<file path="config.mk">
export PLATFORM = sky130hd
export DESIGN_NAME = en_pulse_gen
export DESIGN_NICKNAME = d
export VERILOG_FILES = /design/src/rtl/en_pulse_pkg.sv /design/src/rtl/bit_sync.sv /design/src/rtl/en_pulse_gen.sv
export SDC_FILE = /design/constraint.sdc
export NUM_CORES = 1
export LEC_CHECK = 0
export CAP_MARGIN = 10
export CORE_AREA = 2 2 54 56
export CTS_BUF_LIST = sky130_fd_sc_hd__clkbuf_16
export CTS_CLUSTER_DIAMETER = 150
export DETAILED_ROUTE_END_ITERATION = 8
export DIE_AREA = 0 0 56 58
export PLACE_DENSITY_LB_ADDON = 0.25
export SLEW_MARGIN = 5
export SYNTH_ARGS = -nofsm -noshare
export SYNTH_HDL_FRONTEND = slang
export SYNTH_SLANG_ARGS = --single-unit
</file>
<file path="constraint.sdc">
create_clock -name clk -period 5.6 [get_ports clk]
set_input_delay 1.12 -clock clk [delete_from_list [all_inputs] [get_ports clk]]
set_output_delay 1.12 -clock clk [all_outputs]
set_load 0.03 [all_outputs]
</file>
<file path="src/rtl/en_pulse_pkg.sv">
// Shared types and limits for the enable-pulse generator and its helpers.
package en_pulse_pkg;

    typedef enum logic [2:0] {
        IDLE       = 3'd0,
        PRESS_DB   = 3'd1,
        HELD       = 3'd2,
        REPEAT     = 3'd3,
        RELEASE_DB = 3'd4
    } state_t;

    localparam int MIN_SYNC_STAGES = 2;
    localparam int MIN_COUNT       = 2;

    // Largest of three counts; sizes the shared debounce/repeat counters.
    function automatic int max3(input int a, input int b, input int c);
        int m;
        m = (a > b) ? a : b;
        return (m > c) ? m : c;
    endfunction

endpackage

</file>
<file path="src/rtl/bit_sync.sv">
// Multi-flop synchroniser for a single asynchronous bit, cleared by reset.
module bit_sync #(
    parameter int SYNC_STAGES = 2
) (
    input  logic clk,
    input  logic rst,
    input  logic d,
    output logic q
);

    logic [SYNC_STAGES-1:0] chain;

    // Shift the raw bit through the flop chain; newest sample enters at bit 0.
    always_ff @(posedge clk) begin
        if (rst) begin
            chain <= '0;
        end else begin
            chain <= {chain[SYNC_STAGES-2:0], d};
        end
    end

    assign q = chain[SYNC_STAGES-1];

endmodule

</file>
<file path="src/rtl/en_pulse_gen.sv">
// Push-button conditioner: synchronises, debounces press/release and emits
// one single-cycle enable per accepted press, with optional auto-repeat.
module en_pulse_gen
    import en_pulse_pkg::*;
#(
    parameter int SYNC_STAGES     = 2,
    parameter int DEBOUNCE_CYCLES = 16,
    parameter int REPEAT_DELAY    = 64,
    parameter int REPEAT_PERIOD   = 16
) (
    input  logic clk,
    input  logic rst,
    input  logic btn_raw,
    input  logic repeat_en,
    output logic en_pulse,
    output logic btn_level
);

    localparam int CNT_W = $clog2(max3(DEBOUNCE_CYCLES, REPEAT_DELAY, REPEAT_PERIOD));
    typedef logic [CNT_W-1:0] cnt_t;

    localparam cnt_t DB_LAST = cnt_t'(DEBOUNCE_CYCLES - 1);
    localparam cnt_t RD_LAST = cnt_t'(REPEAT_DELAY - 1);
    localparam cnt_t RP_LAST = cnt_t'(REPEAT_PERIOD - 1);

    if (SYNC_STAGES < MIN_SYNC_STAGES || DEBOUNCE_CYCLES < MIN_COUNT ||
        REPEAT_DELAY < MIN_COUNT || REPEAT_PERIOD < MIN_COUNT) begin : g_bad_param
        $error("en_pulse_gen: parameter below its minimum");
    end

    logic   s;
    state_t state, state_nx;
    cnt_t   dcnt, dcnt_nx;
    cnt_t   rcnt, rcnt_nx;
    logic   pulse_nx;
    logic   level_nx;

    bit_sync #(.SYNC_STAGES(SYNC_STAGES)) u_sync (
        .clk (clk),
        .rst (rst),
        .d   (btn_raw),
        .q   (s)
    );

    // State and counter registers.
    always_ff @(posedge clk) begin
        if (rst) begin
            state <= IDLE;
            dcnt  <= '0;
            rcnt  <= '0;
        end else begin
            state <= state_nx;
            dcnt  <= dcnt_nx;
            rcnt  <= rcnt_nx;
        end
    end

    // Next-state and counter update; a low on s always wins over a repeat expiry.
    always_comb begin
        state_nx = state;
        dcnt_nx  = dcnt;
        rcnt_nx  = rcnt;
        unique case (state)
            IDLE: begin
                if (s) state_nx = PRESS_DB;
            end
            PRESS_DB: begin
                if (!s)                 state_nx = IDLE;
                else if (dcnt == DB_LAST) state_nx = HELD;
                else                    dcnt_nx  = dcnt + cnt_t'(1);
            end
            HELD: begin
                if (!s)                 state_nx = RELEASE_DB;
                else if (!repeat_en)    rcnt_nx  = '0;
                else if (rcnt == RD_LAST) state_nx = REPEAT;
                else                    rcnt_nx  = rcnt + cnt_t'(1);
            end
            REPEAT: begin
                if (!s)                 state_nx = RELEASE_DB;
                else if (!repeat_en)    state_nx = HELD;
                else if (rcnt == RP_LAST) rcnt_nx = '0;
                else                    rcnt_nx  = rcnt + cnt_t'(1);
            end
            RELEASE_DB: begin
                if (s)                  state_nx = HELD;
                else if (dcnt == DB_LAST) state_nx = IDLE;
                else                    dcnt_nx  = dcnt + cnt_t'(1);
            end
            default: state_nx = IDLE;
        endcase
        // Both counters restart from zero whenever a state is entered.
        if (state_nx != state) begin
            dcnt_nx = '0;
            rcnt_nx = '0;
        end
    end

    // Output decode: pulse on press acceptance or repeat expiry, level tracks pressed states.
    always_comb begin
        pulse_nx = 1'b0;
        if (s) begin
            unique case (state)
                PRESS_DB: pulse_nx = (dcnt == DB_LAST);
                HELD:     pulse_nx = repeat_en && (rcnt == RD_LAST);
                REPEAT:   pulse_nx = repeat_en && (rcnt == RP_LAST);
                default:  pulse_nx = 1'b0;
            endcase
        end
        level_nx = (state_nx == HELD) || (state_nx == REPEAT) || (state_nx == RELEASE_DB);
    end

    // Registered outputs; reset drops any pulse due on the same edge.
    always_ff @(posedge clk) begin
        if (rst) begin
            en_pulse  <= 1'b0;
            btn_level <= 1'b0;
        end else begin
            en_pulse  <= pulse_nx;
            btn_level <= level_nx;
        end
    end

endmodule

</file>
Word level (Yosys, flattened, before mapping)
Index checks and enable logic that the tools add are counted.
{"block": "op_classes", "reduce_logical": 11, "eq_ne": 17, "mux": 23, "n_bitwise": 1, "addsub": 2}
{"cell": "$mux 6", "n": 9}
{"cell": "$mux 3", "n": 10}
{"cell": "$pmux 6 s2", "n": 2}
{"cell": "$pmux 3 s5", "n": 1}
{"cell": "$add 6x1->6 const B", "n": 2}
{"cell": "$eq 3x2->1 const B", "n": 4}
{"cell": "$eq 6x4->1 const B", "n": 2}
{"cell": "$eq 3x3->1 const B", "n": 2}
{"cell": "$eq 6x6->1 const B", "n": 1}
{"cell": "$ne 2x1->1 const B", "n": 3}
{"cell": "$reduce_and 5->1", "n": 1}
{"cell": "$ne 2x2->1 const B", "n": 2}
{"cell": "$reduce_bool 2->1", "n": 2}
{"cell": "$reduce_or 2->1", "n": 2}
{"cell": "$eq 3x1->1 const B", "n": 1}
{"cell": "$logic_not 3->1", "n": 1}
{"cell": "$ne 3x3->1", "n": 1}
{"cell": "$ne 3x3->1 const B", "n": 1}
{"cell": "$pmux 1 s3", "n": 1}
{"cell": "$reduce_and 3->1", "n": 1}
{"cell": "$logic_and 1x1->1", "n": 2}
{"cell": "$logic_or 1x1->1", "n": 2}
{"cell": "$not 1->1", "n": 1}
{"block": "totals", "inputBits": 4, "ff_bits": 19, "out_inout_bits": 2, "wordCells": 60}

Depth between registers and ports, before layout
{"block": "depth", "ltp_word": 8, "depth_mapped": 7, "mapped_depth_nobuf": 5}

Cells and area by module
From an unflattened synthesis, not the netlist that was laid out.
{"block": "unflattened", "cells_unflattened": 122, "hier_area_um2": 1003.5}
{"module": "en_pulse_gen", "cells_per_inst": 118, "area_per_inst_um2": 950.9, "seq_area_each_um2": 340.3, "instances": 1}
{"module": "bit_sync", "cells_per_inst": 4, "area_per_inst_um2": 52.6, "seq_area_each_um2": 40.0, "instances": 1}

Least setup slack after synthesis
OpenSTA, ideal clock, no wires.
{"block": "synth_path", "kind": "input -> register", "startpoint": "in repeat_en", "endpoint": "reg dcnt[0]", "n_path_buf": 1, "setup_time_ps": 133, "arrival_ps": 2095, "required_ps": 5467, "stages": 5, "setup_slack_ps": 3372, "path_cell_list": "nand4_1 -> o211ai_1 -> nor3b_1 -> clkbuf_1 -> nor3_1"}
{"block": "synth_via", "elab_chain_len": 5, "elab_cells_between_ends": 7, "cone_classes": "1 x eq/ne; 5 x mux; 1 x reduce/logical"}
{"item": "from (decl)", "line_no": "en_pulse_gen.sv:14", "source": "input logic repeat_en,"}
{"item": "$mux 3 (on tied branches)", "line_no": "en_pulse_gen.sv:80, en_pulse_gen.sv:74"}
{"item": "$mux 3 (on tied branches)", "line_no": "en_pulse_gen.sv:79, en_pulse_gen.sv:73"}
{"item": "$pmux 3 s5 (*)", "line_no": "en_pulse_gen.sv:63", "source": "unique case (state)"}
{"item": "$ne 3x3->1 (*)", "line_no": "en_pulse_gen.sv:92", "source": "if (state_nx != state) begin"}
{"item": "$reduce_or 2->1 (no source line) (*)"}
{"item": "to (signal assigned)", "line_no": "en_pulse_gen.sv:53", "source": "dcnt <= dcnt_nx;"}
{"item": "to (decl)", "line_no": "en_pulse_gen.sv:33", "source": "cnt_t dcnt, dcnt_nx;"}
Mark *: on every way between the ends. The rest lies on a longest branch, timed or not.
A chain may end at the register's enable or synchronous reset.

Final worst setup path
{"block": "layout_path", "startpoint": "in rst", "endpoint": "reg dcnt[0]"}
{"block": "layout_via", "elab_chain_len": 1}
{"item": "from (decl)", "line_no": "en_pulse_gen.sv:12", "source": "input logic rst,"}
{"item": "$reduce_or 2->1 (no source line)"}
Every way passes these cells.

==> flow_summary.toml <==
[sta]
worst_pin_slew_ns = 1.037
min_period_over_period = 0.4796
rsz0062_at_grt = "false"
fin_setup_tns_ns = 0
finalHoldViolations = 0
setup_ws_ns = 2.915
setup_viol = 0
max_freq_mhz = 372.4
fin_skew_ns = 0.001892
hold_ws_ns = 0.4439
timing.slew.headroom = 0.3088
fin_crit_ns = 2.685
drv_slew = 0

[worst_setup_path]
worstSetupEndpointType = "flop"
critPathMaxFanout = 12
r2r_cells = 5
crit_arrival_ns = 2.77
cp.depth = 4
path_cells = "clkdlybuf4s50_1 > a211oi_1 > o22ai_1 > nor3_1"
crit_type = "in2reg"
crit_slowest_cell = "o22ai_1"
critical_path_required_ns = 5.69
cp_top_family = "compound AO/OA/AOI/OAI gates"
max_stage_delay_ns = 0.82
path_buf_inv = 1
start_kind = "input port"

[synth]
ys_warn_count = 0
ys_ff_latch = 19
synth.most_common_cell = "dfxtp_1"
synthTopCellsByArea = "dfxtp_1 (33%), a211oi_1 (7.9%), o31ai_1 (4.6%)"
synth_flop_cell = "dfxtp_1"
synth_cells = 131
synth.top_cell.area_share = 0.3322
synth-async-reset-ratio = 0
synth-seq-area-share = 0.3322
avgSynthCellArea_sq_um = 8.739
yosysUniqueCellTypes = 49
syn_nets = 137
yosys-top-cells-count = "dfxtp_1 (19), a211oi_1 (12), o31ai_1 (7)"
yosysTopAreaCell = "dfxtp_1"
synth-edff-count = 0
syn-cell-area_sq_um = 1145

[grt]
grt_overflow = 0
grt_start_max_net_pins = 16
grt_usage = 0.1652
grt_pass1_wl_um = 4064
antenna_found_initial = 0
first_global_vias = 886

[detailed_routing]
met3_length_um = 80
vias = 1038
vias_per_cell = 6.291
wl_met2_um = 1124
first_pass_iters = 4
ant_nets = 0
drt_iter0_drc = 21
met1_length_um = 1224
drcViolationCount = 0
routed_wl_um = 2476
wl_per_cell_um = 15.01
top_layer = "met4"

[flow_run]
drv_cap = 0

[placement]
place_hpwl_um = 1742
pre_cts_ws_ns = 2.636
numPortBuffers = 5
placed_cell_area_sq_um = 1210
globalplace.congestion = 0.7887

[clocking]
cts_hold_buf = 0
post_cts_resized = 0
htree_levels = 1
cts.sinks = 19
clk_path_buf_depth = 2
cts_buffers = 3
cts_tree = "yes"
ctsRootBufferMaster = "clkbuf_16"
cts_setup_buffers = 0
clkTransAtPathRegs_ns = 0.05
clk_latency_ns = 0.25

[layout]
stdcell_area_sq_um = 1289
syn2layout_area_growth_pct = 12.57
layout.nets = 141
fillerInstances = 275
insertedDiodeCount = 0
drive_above_1_share = 0.08209

[pwr]
power_uw = 295.7
ir_worst_vdd_mv = 0.1562
p_leak_nw = 0.4285
cellPowerDensity_nw_per_um2 = 229.4

[die]
fp-row-count = 19
chipHeight_um = 58
core_sq_um = 2663
die_x_um = 56
initial_core_util = 0.4300
pin_count = 6
dieArea_sq_um = 3248

[run_status]
outcome = "finished, final reports clean"

[worst_hold_path]
whs_path_depth = 1
hold_class = "reg2reg"
## metal layers
layer  up-vias  GRT usage
met2        17     0.2521
met5         -          0
met4         0    0.08163
met3         4    0.04688
li1        531          -
met1       486     0.2152
## registers in the layout, indices dropped and copies added, names as in the netlist
signal / cells
u_sync.chain: 2
dcnt: 6
rcnt: 6
en_pulse: 1
btn_level: 1
state: 3
## stage by stage
step                std cells  utilization
global placement          161       0.4544
detailed placement        161       0.4544
floorplan                 131            -
finish                    165       0.4840
CTS                       165       0.4840
global route              165       0.4840
## layout by cell type, fill, tap and decap left out, types with 3 or more instances in the layout
cell	instances
o31ai_1	7
nand2b_1	3
nand3b_1	3
clkdlybuf4s50_1	5
dfxtp_1	19
and3_1	5
nand4_1	6
nor3_1	4
nand3_1	3
clkbuf_16	3
nor2_1	6
inv_1	3
a31oi_1	3
nand2_1	5
a211oi_1	12
o21ai_0	4
nor2b_1	4
## kinds of logic (layout without fill, tap and decap cells)
| family | after synthesis | count (layout) | synth area share |
|---|---|---|---|
| AOI/OAI and AO/OA | 43 | 43 | 0.2853 |
| xor gates and xnor gates | 1 | 1 | 0.007652 |
| adders and majority gates | 2 | 2 | 0.02185 |
| buffers and inverters | 9 | 12 | 0.03387 |
| DFF | 19 | 19 | 0.3322 |
| muxes | 1 | 1 | 0.008744 |
| and+or+nand+nor | 56 | 56 | 0.3104 |
## final timing paths
kind	endpoint	start	slack, ns
max reg2reg	dcnt[0]	dcnt[0]	3.42
max	dcnt[0]	rst	2.91
min	u_sync.chain[1]	u_sync.chain[0]	0.44
min reg2reg	u_sync.chain[1]	u_sync.chain[0]	0.44
## where the power goes
group          switching (mW)  leakage, nW  internal [mW]
logic                 0.00897        0.233        0.00584
registers             0.00146        0.153          0.136
clock network          0.0483       0.0423         0.0949
total                  0.0588        0.428          0.237
## area by class of cell
class | count | area (sq um) | area share
well taps | 31 | 38.79 | 0.03010
multi-input cells | 103 | 725.7 | 0.5631
flip-flops and latches | 19 | 380.4 | 0.2951
inverters | 2 | 7.507 | 0.005825
clock buffers | 3 | 75.07 | 0.05825
repair buffers | 6 | 57.56 | 0.04466
clock inverters | 1 | 3.754 | 0.002913
(Power assumes the default switching activity.)
